===== src/rtl/packetmem_pkg.sv =====
// packetmem_pkg
// Shared definitions for the CPU packet-memory port.
// The controller also uses these load-size encodings.
//   xfer_sz_e : load size carried on transfer_sz (byte/half/word/reserved)
//   state_e   : buffer ownership states (IDLE, RUN, DONE)
//   sizeBytes : number of bytes a load size covers (0 for the reserved code)
package packetmem_pkg;

    typedef enum logic [1:0] {
        SZ_BYTE = 2'd0,
        SZ_HALF = 2'd1,
        SZ_WORD = 2'd2,
        SZ_RSVD = 2'd3
    } xfer_sz_e;

    typedef enum logic [1:0] {
        ST_IDLE = 2'd0,
        ST_RUN  = 2'd1,
        ST_DONE = 2'd2
    } state_e;

    function automatic logic [2:0] sizeBytes(input logic [1:0] sz);
        logic [2:0] n;
        case (sz)
            SZ_BYTE: n = 3'd1;
            SZ_HALF: n = 3'd2;
            SZ_WORD: n = 3'd4;
            default: n = 3'd0;
        endcase
        return n;
    endfunction

endpackage


===== src/rtl/packetmem_extract.sv =====
// packetmem_extract
// Second pipeline stage of the load path. It joins the two BRAM words into a
// 64-bit big-endian window and shifts the addressed byte to the top. It then
// takes 8, 16 or 32 bits, zero-extends them and registers the result.
//   clk, rst   : clock, asynchronous active-low reset
//   i_valid    : a load occupies this stage
//   i_offset   : byte offset of the load inside word A
//   i_size     : load size (xfer_sz_e encoding)
//   i_oob      : load was flagged out of bounds; forces zero data
//   i_dataA/B  : BRAM words w and w+1
//   o_valid    : rd_valid, o_data: rd_data, o_oob: rd_oob
module packetmem_extract
    import packetmem_pkg::*;
(
    input  logic        clk,
    input  logic        rst,
    input  logic        i_valid,
    input  logic [1:0]  i_offset,
    input  logic [1:0]  i_size,
    input  logic        i_oob,
    input  logic [31:0] i_dataA,
    input  logic [31:0] i_dataB,
    output logic        o_valid,
    output logic        o_oob,
    output logic [31:0] o_data
);

    logic [63:0] w_window;
    logic [31:0] w_result;
    logic        r_valid;
    logic        r_oob;
    logic [31:0] r_data;

    // Left shift so the first addressed byte lands in bits 63:56. The result
    // is zero for the reserved size and for out-of-bounds loads.
    always_comb begin
        w_window = {i_dataA, i_dataB} << {i_offset, 3'b000};
        w_result = 32'd0;
        if (!i_oob) begin
            case (i_size)
                SZ_BYTE: w_result = {24'd0, w_window[63:56]};
                SZ_HALF: w_result = {16'd0, w_window[63:48]};
                SZ_WORD: w_result = w_window[63:32];
                default: w_result = 32'd0;
            endcase
        end
    end

    // The data register loads only on a valid load, so it keeps its last value between loads.
    always_ff @(posedge clk or negedge rst) begin
        if (!rst) begin
            r_valid <= 1'b0;
            r_oob   <= 1'b0;
            r_data  <= 32'd0;
        end else begin
            r_valid <= i_valid;
            if (i_valid) begin
                r_oob  <= i_oob;
                r_data <= w_result;
            end
        end
    end

    assign o_valid = r_valid;
    assign o_oob   = r_oob;
    assign o_data  = r_data;

endmodule


===== src/rtl/packetmem_cpu_port.sv =====
// packetmem_cpu_port
// Packet-memory side of the CPU packet-buffer interface. It claims a filled
// buffer and raises mem_ready. It serves pipelined big-endian loads with a
// fixed latency of 2. It then latches the CPU verdict and releases the buffer
// with a buf_done pulse.
//   clk, rst                      : clock, asynchronous active-low reset
//   buf_ready, buf_len            : writer hands over a buffer of buf_len bytes
//   buf_done, buf_accept          : buffer released, with the verdict
//   mem_ready                     : packet available to the CPU
//   rd_en, rd_addr, transfer_sz   : CPU load request
//   accept, reject                : CPU verdict
//   rd_data, rd_valid, rd_oob     : load result
//   bram_rd_en, bram_addr_a/b     : dual-port BRAM read request (words w, w+1)
//   bram_data_a/b                 : BRAM read data, one cycle later
module packetmem_cpu_port
    import packetmem_pkg::*;
#(
    parameter int ADDR_WIDTH = 10
) (
    input  logic                  clk,
    input  logic                  rst,
    input  logic                  buf_ready,
    input  logic [ADDR_WIDTH+2:0] buf_len,
    output logic                  buf_done,
    output logic                  buf_accept,
    output logic                  mem_ready,
    input  logic                  rd_en,
    input  logic [ADDR_WIDTH+1:0] rd_addr,
    input  logic [1:0]            transfer_sz,
    input  logic                  accept,
    input  logic                  reject,
    output logic [31:0]           rd_data,
    output logic                  rd_valid,
    output logic                  rd_oob,
    output logic                  bram_rd_en,
    output logic [ADDR_WIDTH-1:0] bram_addr_a,
    output logic [ADDR_WIDTH-1:0] bram_addr_b,
    input  logic [31:0]           bram_data_a,
    input  logic [31:0]           bram_data_b
);

    state_e                r_state;
    state_e                w_nextState;
    logic                  w_claim;
    logic                  w_verdictHit;
    logic [ADDR_WIDTH+2:0] r_lenBytes;
    logic                  r_verdict;

    logic                  w_rdGo;
    logic [ADDR_WIDTH+2:0] w_endAddr;
    logic                  w_oob;
    logic                  r_s1Valid;
    logic [1:0]            r_s1Offset;
    logic [1:0]            r_s1Size;
    logic                  r_s1Oob;

    // Next state and state-derived outputs. mem_ready and buf_done are
    // decoded from the state register, so they need no extra flops.
    always_comb begin
        w_nextState  = r_state;
        w_claim      = 1'b0;
        w_verdictHit = 1'b0;
        mem_ready    = 1'b0;
        buf_done     = 1'b0;
        buf_accept   = 1'b0;
        unique case (r_state)
            ST_IDLE: begin
                if (buf_ready) begin
                    w_claim     = 1'b1;
                    w_nextState = ST_RUN;
                end
            end
            ST_RUN: begin
                mem_ready = 1'b1;
                if (accept || reject) begin
                    w_verdictHit = 1'b1;
                    w_nextState  = ST_DONE;
                end
            end
            ST_DONE: begin
                buf_done    = 1'b1;
                buf_accept  = r_verdict;
                w_nextState = ST_IDLE;
            end
            default: w_nextState = ST_IDLE;
        endcase
    end

    // State register, the packet length latched at claim, and the verdict.
    // If accept and reject arrive together, the packet is rejected.
    always_ff @(posedge clk or negedge rst) begin
        if (!rst) begin
            r_state    <= ST_IDLE;
            r_lenBytes <= '0;
            r_verdict  <= 1'b0;
        end else begin
            r_state <= w_nextState;
            if (w_claim) begin
                r_lenBytes <= buf_len;
            end
            if (w_verdictHit) begin
                r_verdict <= accept & ~reject;
            end
        end
    end

    // Request stage. Port B reads the next word and wraps at the top of
    // memory. Any load that actually reaches the wrapped word lies past every
    // legal length, so the bound check flags it. The end address has one
    // spare bit, so the addition cannot overflow.
    assign w_rdGo      = rd_en && (r_state == ST_RUN);
    assign bram_rd_en  = w_rdGo;
    assign bram_addr_a = rd_addr[ADDR_WIDTH+1:2];
    assign bram_addr_b = bram_addr_a + ADDR_WIDTH'(1);
    assign w_endAddr   = {1'b0, rd_addr} + (ADDR_WIDTH+3)'(sizeBytes(transfer_sz));
    assign w_oob       = (transfer_sz == SZ_RSVD) || (w_endAddr > r_lenBytes);

    // Holds the load's offset, size and bound flag while the BRAM read is in
    // progress. Loads already in flight still finish after the state leaves RUN.
    always_ff @(posedge clk or negedge rst) begin
        if (!rst) begin
            r_s1Valid  <= 1'b0;
            r_s1Offset <= 2'd0;
            r_s1Size   <= 2'd0;
            r_s1Oob    <= 1'b0;
        end else begin
            r_s1Valid <= w_rdGo;
            if (w_rdGo) begin
                r_s1Offset <= rd_addr[1:0];
                r_s1Size   <= transfer_sz;
                r_s1Oob    <= w_oob;
            end
        end
    end

    packetmem_extract u_extract (
        .clk      (clk),
        .rst      (rst),
        .i_valid  (r_s1Valid),
        .i_offset (r_s1Offset),
        .i_size   (r_s1Size),
        .i_oob    (r_s1Oob),
        .i_dataA  (bram_data_a),
        .i_dataB  (bram_data_b),
        .o_valid  (rd_valid),
        .o_oob    (rd_oob),
        .o_data   (rd_data)
    );

endmodule


===== config.mk =====
export PLATFORM = sky130hd
export DESIGN_NAME = packetmem_cpu_port
export DESIGN_NICKNAME = d
export VERILOG_FILES = /design/src/rtl/packetmem_pkg.sv /design/src/rtl/packetmem_extract.sv /design/src/rtl/packetmem_cpu_port.sv
export SDC_FILE = /design/constraint.sdc
export NUM_CORES = 1
export LEC_CHECK = 0
export CORE_ASPECT_RATIO = 1.1
export CORE_UTILIZATION = 50
export CTS_BUF_LIST = sky130_fd_sc_hd__clkbuf_8
export DETAILED_ROUTE_END_ITERATION = 7
export DONT_BUFFER_PORTS = 1
export SYNTH_ARGS = -nofsm -noshare
export SYNTH_HDL_FRONTEND = slang
export SYNTH_SLANG_ARGS = --single-unit

===== constraint.sdc =====
create_clock -name clk -period 2.2 [get_ports clk]
set_input_delay 0.22 -clock clk [delete_from_list [all_inputs] [get_ports clk]]
set_output_delay 0.22 -clock clk [all_outputs]
set_load 0.005 [all_outputs]

Yosys cells after proc, flatten, opt, wreduce, memory -nomap -nowiden
Index checks and enable logic that the tools add are counted.
{"block": "classes", "n_addsub": 2, "order_cmp": 1, "eq_ne": 9, "shifts": 1, "muxes": 13, "n_bitwise": 2, "reduce_logical": 7}
{"cell": "32-bit one-hot mux with 3 select lines", "count": 1}
{"cell": "64-bit by 5-bit left shift with 64-bit output", "count": 1}
{"cell": "32-bit 2-to-1 mux", "count": 1}
{"cell": "12-bit by 3-bit adder with 13-bit output", "count": 1}
{"cell": "13-bit greater-than comparator", "count": 1}
{"cell": "10-bit by 1-bit adder with 10-bit output, second input constant", "count": 1}
{"cell": "3-bit one-hot mux with 3 select lines", "count": 1}
{"cell": "2-bit equality test, second input constant", "count": 4}
{"cell": "1-bit 2-to-1 mux", "count": 7}
{"cell": "2-bit by 1-bit equality test with 1-bit output, second input constant", "count": 3}
{"cell": "2-bit logical NOT", "count": 3}
{"cell": "2-bit 2-to-1 mux", "count": 2}
{"cell": "2-bit != test, second input constant", "count": 2}
{"cell": "2-bit one-hot mux with 2 select lines", "count": 1}
{"cell": "1-bit logical OR", "count": 2}
{"cell": "2-bit AND reduction", "count": 1}
{"cell": "1-bit bitwise AND", "count": 1}
{"cell": "1-bit logical AND", "count": 1}
{"cell": "1-bit NOT", "count": 1}
{"block": "word_totals", "reg_bits": 56, "output_inout_bits": 58, "wordCells": 45}

Logic depth before layout (Yosys ltp)
Gate-level depths: netlist (run 1).
{"block": "depth", "depth_word": 5, "mapped_depth": 13}

Modules after synthesis
From an unflattened synthesis (run 1), not the netlist that was laid out.
{"block": "unflattened", "cells_unflattened": 449, "hier_area_um2": 4015.1}
{"mod": "packetmem_extract", "n_inst": 1, "cells_each": 264, "area_per_inst_um2": 2367.3, "seq_area_each_um2": 850.8}
{"mod": "packetmem_cpu_port", "n_inst": 1, "cells_each": 185, "area_per_inst_um2": 1647.8, "seq_area_each_um2": 550.5}

Worst setup path after synthesis (run 1)
Ideal clock, no wire load.
{"block": "synth_timing", "kind": "input to register", "startpoint": "input port transfer_sz[1]", "endpoint": "register r_s1Oob", "setup_time_ns": 0.133, "arrival_ns": 2.147, "required_time_ns": 2.067, "slack_ns": -0.081, "path_stages": 12, "n_path_buf": 0, "path_cell_list": "nor2_1 > ha_1 > inv_1 > fa_1 > nor2b_1 > o21ba_2 > nand2_1 > xnor2_1 > ha_1 > nand4_1 > o41ai_1 > a31oi_1"}
{"block": "synth_between", "elab_chain_len": 5, "word_cells_on_any_way": 8, "classes_between": "1 x add/sub; 1 x order compare; 3 x eq/ne; 1 x mux; 2 x reduce/logical"}
{"element": "from (decl)", "line_no": "packetmem_cpu_port.sv:29", "rtl": "input logic [1:0] transfer_sz,"}
{"element": "2-bit equality test, or another cell as far along", "line_no": "packetmem_pkg.sv:24", "rtl": "case (sz)"}
{"element": "3-bit one-hot mux with 3 select lines", "line_no": "packetmem_pkg.sv:24"}
{"element": "12-bit by 3-bit adder with 13-bit output", "line_no": "packetmem_cpu_port.sv:115", "rtl": "assign w_endAddr = {1'b0, rd_addr} + (ADDR_WIDTH+3)'(sizeBytes(transfer_sz));"}
{"element": "13-bit greater-than comparator", "line_no": "packetmem_cpu_port.sv:116", "rtl": "assign w_oob = (transfer_sz == SZ_RSVD) || (w_endAddr > r_lenBytes);"}
{"element": "1-bit logical OR (*)", "line_no": "packetmem_cpu_port.sv:116"}
{"element": "to (signal assigned)", "line_no": "packetmem_cpu_port.sv:131", "rtl": "r_s1Oob <= w_oob;"}
{"element": "to (decl)", "line_no": "packetmem_cpu_port.sv:55", "rtl": "logic r_s1Oob;"}
Every way passes the cells marked *; elsewhere a longest branch is shown, timed or not.
A chain may end at the register's enable or synchronous reset.

Worst setup path after layout (run 1)
Same ends and word-level chain as after synthesis.

==> results of run 1 <==
-- worst max-delay path, delay by kind of cell --
family	cells	cell delay [ps]
AOI/OAI and AO/OA	3	380
xor gates and xnor gates	1	130
adders and majority gates	3	840
buffers and inverters	2	230
and+or+nand+nor	5	590
-- report_power, final --
group	total [uW]	internal (uW)	switching, uW
clock	552	217	335
sequential	1790	1430	363
combinational	2360	1160	1200
total	4700	2800	1900
-- synthesized netlist by cell type (8+ instances only) --
cell type | number | area [um^2]
nand2b_1 | 11 | 68.82
mux2i_1 | 23 | 230.2
inv_1 | 39 | 146.4
o22ai_1 | 11 | 68.82
mux4_2 | 9 | 202.7
o21ai_0 | 30 | 150.1
dfrtp_1 | 56 | 1401
a21oi_1 | 9 | 45.04
xor2_1 | 8 | 70.07
nand2_1 | 50 | 187.7
buf_4 | 11 | 82.58
nor2b_1 | 16 | 100.1
xnor2_1 | 10 | 87.58
mux2_4 | 11 | 165.2
mux2_2 | 11 | 123.9
o21ai_1 | 8 | 40.04
ha_1 | 17 | 212.7
-- cell type report --
class	count	area [um^2]
Sequential cell	56	1404
Tap cell	108	135.1
Timing Repair Buffer	16	157.7
Clock inverter	2	12.51
Fill cell	730	3632
Multi-Input combinational cell	284	2313
Inverter	39	146.4
Clock buffer	5	68.82
-- cells by family after synthesis --
family	share of synthesized area [%]
muxes	18.15
DFF	34.70
xor gates and xnor gates	3.903
buffers and inverters	9.696
AOI/OAI and AO/OA	14.99
and+or+nand+nor	12.79
adders and majority gates	5.762
-- per-layer routing --
metal | up-vias | share of wire (%) | track usage (%)
li1 | 1398 | - | -
met1 | 1330 | 38 | 22.34
met2 | 125 | 51 | 41.08
met3 | 15 | 8.4 | 6.346
met4 | 0 | 3.2 | 9.699
met5 | - | 0 | 0
-- what timing repair did --
item,4_1_cts,5_1_grt
resized for setup,0,10
hold buffers,3,0
endpoints found under the setup margin,0,1
setup buffers,0,1
endpoints found under the hold margin,57,0
-- metrics by stage --
step / hold WS, ps / total power, uW
final: 18.23 / 4699
after global routing: 20.21 / 5065
after CTS: 12.24 / 4696
after detailed placement: -74.46 / 4110
after global placement: -74.55 / 4054
after floorplan: -75.59 / 3736
-- registers in the layout, summed over array words and instances, names as in the netlist --
register / count
r_lenBytes: 13
r_s1Offset: 2
r_s1Oob: 1
r_s1Size: 2
r_s1Valid: 1
r_state: 2
r_verdict: 1
u_extract.o_data: 32
u_extract.o_oob: 1
u_extract.o_valid: 1
-- worst max path at each step --
stage / startpoint / to
floorplan: transfer_sz[1] / r_s1Oob
global placement: transfer_sz[1] / r_s1Oob
detailed placement: transfer_sz[1] / r_s1Oob
CTS: transfer_sz[1] / r_s1Oob
global route: transfer_sz[1] / r_s1Oob
finish: transfer_sz[1] / r_s1Oob
==> metrics, run 1 <==
status completed; Mapped Cells 410; largest net degree at the start of global routing 57; maximum VDD drop 0.4192 mV; Worst Path Max Fanout 6; syn nets 525; WHS Endpoint r_lenBytes[11]; slack of the worst reg-to-reg path 330 ps; cts bufs inserted 5; initial antenna violation count 0; Final Cell Area 4238 um^2; Syn Area/Cell 9.851 um^2; HPWL Detailed about 7200 um; Util after Layout between 50% and 60%; Worst Max-Slew Pin Slew 820.6 ps; commonest non-fill, non-tap cell in the layout dfrtp_1; Die ar. approximately 8400 um^2; CTS max path bufs 2; minimum clock period 2138 ps; Starting Density 51.32%; setup TNS 0 ps; GRT Total Usage a little over a fifth; Synth Register Bits 56; RSZ-0062 raised after global routing yes; Detail Route Antenna Nets 0; Ports 155; crit-path cells nor2_2 -> ha_2 -> inv_1 -> fa_2 -> nor2b_4 -> o21ba_4 -> nand2_1 -> xnor2_1 -> ha_1 -> nand4_1 -> buf_4 -> nor3_4 -> o31ai_2 -> a31oi_1; first-pass GRT wire length about 14,000 um; required time of the critical path 2420 ps; CTS tree built; Setup crit end kind flop; leading cell types in the layout, fill and taps excluded dfrtp_1 (54), nand2_1 (50), inv_1 (39); Ant. Diodes 0; Routability Congestion 0.8520; ys async rst share 100.0%; Leak Pwr 0.001888 uW; synth warn 0; # clock sinks 56; share of layout cells above drive strength 1 roughly 18%; # setup viols final 0; DR WL/cell 18.39 um; Clock Skews approximately 13 ps; WL final between 9000 and 10,000 um; PwrDens 1109 nW/um^2; TritonRoute pass-1 iters 4; vias in the first global route 2,866; Placement Rows 34; DR DRC count 0; die width slightly below 90 um; Worst Hold Class in2reg; slowest stage delay, CP 370 ps; Worst-Skew Late Latency 310 ps; slowest cell on the critical path fa_2; RR Startpoint r_s1Offset[0]; Setup CP Type in2reg; relative slew slack 45.29%; Starting DRT DRC Count 112; Placement Setup Slack -260.8 ps; final cycle utilization of the critical path 97.18%; Min-Delay Path Depth 2; core box area ~7900 um^2; fin cells 510; f_max between 400 and 500 MHz; Die Ht just under 100 um; clock-pin slew on the worst setup and hold paths 100 ps; port bufs 0; Post-synth EDFFs 0; fin. max-slew vios 0; RR Endpoint u_extract.o_data[5]; worst setup margin 61.98 ps; Overflow after GRT 0; max cap viols 0; placed cell count 499; final hold viol count 0; worst path arrival time 2360 ps; vias per cell ~5.6; register area share after synthesis 34.70%; Distinct cells, synth 45; Worst R2R Path Depth 4; Area Growth Syn to Fin 4.926%; Worst setup SP type primary input; vias 2,868; Top FF cell, synth dfrtp_1; clock root buffer clkbuf_8; htree depth 2; Placed Area 4048 um^2; Final #Nets 517; synthesized cell area 4039 um^2; Hold Startpoint buf_len[11]
(Power assumes the default switching activity.)
==> inputs of run 2 (changes only) <==
--- a/config.mk
+++ b/config.mk
@@ -10,6 +10,7 @@
 export CTS_BUF_LIST = sky130_fd_sc_hd__clkbuf_8
 export DETAILED_ROUTE_END_ITERATION = 7
 export DONT_BUFFER_PORTS = 1
+export RECOVER_POWER = 25
 export SYNTH_ARGS = -nofsm -noshare
 export SYNTH_HDL_FRONTEND = slang
 export SYNTH_SLANG_ARGS = --single-unit
==> metrics, run 2 (synthesized netlist as in run 1, its figures left out) <==
first-pass GRT wire length 13,870 um (unchanged); area of the multi-input gates 2313 um^2 (unchanged); Internal 2797 uW (was 2801 uW); GRT Total Usage 21.87% (unchanged); routing usage on met3 6.346% (unchanged); combinational cell fraction of total power 50.1% (about the same); Die ar. 8442 um^2 (unchanged); Final #Nets 517 (unchanged); Setup CP Type in2reg (unchanged); Worst-Skew Late Latency 310 ps (about the same); leading cell types in the layout, fill and taps excluded dfrtp_1 (54), nand2_1 (50), inv_1 (39) (unchanged); CTS max path bufs 2 (unchanged); # clock sinks 56 (unchanged); CTS tree built (unchanged); Area Growth Syn to Fin 4.368% (was 4.926%); commonest non-fill, non-tap cell in the layout dfrtp_1 (unchanged); Placement Rows 34 (unchanged); Setup crit end kind flop (unchanged); sw frac 40.43% (was 40.40%); RR Endpoint u_extract.o_data[5] (unchanged); RSZ-0062 raised after global routing yes (unchanged); relative slew slack 4.609% (was 45.29%); worst path arrival time 2360 ps (about the same); Ports 155 (unchanged); FF/Latch Area 1404 um^2 (unchanged); required time of the critical path 2420 ps (about the same); Fillers 733 (was 730); DR DRC count 0 (unchanged); largest net degree at the start of global routing 57 (unchanged); htree depth 2 (unchanged); maximum VDD drop 0.4192 mV (about the same); part of the power in registers 38.1% (about the same); Placement Setup Slack -260.8 ps (unchanged); PwrDens 1114 nW/um^2 (was 1109 nW/um^2); slack of the worst reg-to-reg path 330 ps (about the same); Clock Skews 13.41 ps (was 13.42 ps); switching power 1898 uW (about the same); Ant. Diodes 0 (unchanged); met1 Use GR 22.34% (unchanged); clock root buffer clkbuf_8 (unchanged); max reg flops 32 (unchanged); Worst R2R Path Depth 4 (unchanged); final cycle utilization of the critical path 97.18% (about the same); die width 87.70 um (unchanged); Setup crit end r_s1Oob (unchanged); HPWL Detailed 7197 um (unchanged); core box area 7870 um^2 (unchanged); Starting Density 51.32% (unchanged); final hold viol count 0 (unchanged); vias 2,869 (was 2,868); clock-pin slew on the worst setup and hold paths 100 ps (about the same); minimum clock period 2138 ps (about the same); Critical path origin transfer_sz[1] (unchanged); Die Ht 96.26 um (unchanged); Routability Congestion 0.8520 (unchanged); initial antenna violation count 0 (unchanged); WL final 9385 um (was 9378 um); Starting DRT DRC Count 112 (unchanged); RR Startpoint r_s1Offset[0] (unchanged); fin. max-slew vios 0 (unchanged); Worst Hold Class in2reg (unchanged); Worst setup SP type primary input (unchanged); grt peak-use layer met2 (unchanged); Worst Path Max Fanout 6 (unchanged); max cap viols 0 (unchanged); cts bufs inserted 5 (unchanged); Detail Route Antenna Nets 0 (unchanged); Overflow after GRT 0 (unchanged); Hold WS 18.23 ps (unchanged); DR WL/cell 18.40 um (was 18.39 um); met2 Use GR 41.08% (unchanged); Worst Max-Slew Pin Slew 1431 ps (was 820.6 ps); Leak Pwr 0.001880 uW (was 0.001888 uW); port bufs 0 (unchanged); TritonRoute pass-1 iters 4 (unchanged); share of layout cells above drive strength 1 18.16% (unchanged); f_max 467.7 MHz (about the same); # setup viols final 0 (unchanged); status completed (unchanged); worst setup margin 61.99 ps (was 61.98 ps); vias per cell 5.625 (was 5.624); vias in the first global route 2,866 (unchanged); Clk pwr share 11.8% (was 11.7%)
run 2: routing by layer:
layer	wire length, um	up-vias
met1	3532	1331
met4	296	0
met3	790	15
met5	0	-
li1	-	1398
met2	4766	125
run 2: power by group through the flow:
stage / Clock (uW) / Sequential, uW / Combinational, uW
floorplan: 0 / 1640 / 2090
global placement: 0 / 1820 / 2240
detailed placement: 0 / 1830 / 2280
CTS: 564 / 1810 / 2320
global route: 605 / 1850 / 2600
finish: 552 / 1790 / 2350
run 2: layout make-up:
| cell class | count | share of cell area (%) |
|---|---|---|
| clock buffer | 5 | 1.633 |
| clock inverter | 2 | 0.2968 |
| inverter | 39 | 3.473 |
| multi-input combinational | 284 | 54.88 |
| sequential | 56 | 33.30 |
| tap | 108 | 3.206 |
| timing repair buffer | 16 | 3.206 |
run 2: worst max-delay path: stages:
cell	delay (ps)
nor2_2	80
ha_2	180
inv_1	50
fa_2	370
nor2b_4	140
o21ba_4	150
nand2_1	60
xnor2_1	130
ha_1	290
nand4_1	130
buf_4	180
nor3_4	180
o31ai_2	90
a31oi_1	140
run 2: worst min-delay path by stage:
stage	from	to	cells past startpoint
3_5_place_dp	rst	u_extract.o_data[30]	0
5_1_grt	buf_len[6]	r_lenBytes[6]	2
2_1_floorplan	rst	r_lenBytes[0]	0
6_report	buf_len[11]	r_lenBytes[11]	2
4_1_cts	buf_len[11]	r_lenBytes[11]	2
3_3_place_gp	rst	u_extract.o_data[28]	0
run 2: metrics by stage:
step                cell area, um^2  util, %  setup TNS (ps)  std cells  power [uW]
CTS                            4177    53.07               0        509        4696
global route                   4215    53.56          -91.39        510        5059
global placement               4048    51.43          -178.1        499        4054
detailed placement             4048    51.43          -260.8        499        4110
floorplan                      4053        -          -44.01        410        3736
finish                         4215    53.56               0        510        4694
run 2: timing repair:
action	CTS	global route
setup buffers	0	1
hold buffers	3	0
endpoints found under the setup margin	0	1
endpoints found under the hold margin	57	0
resized for setup	0	10
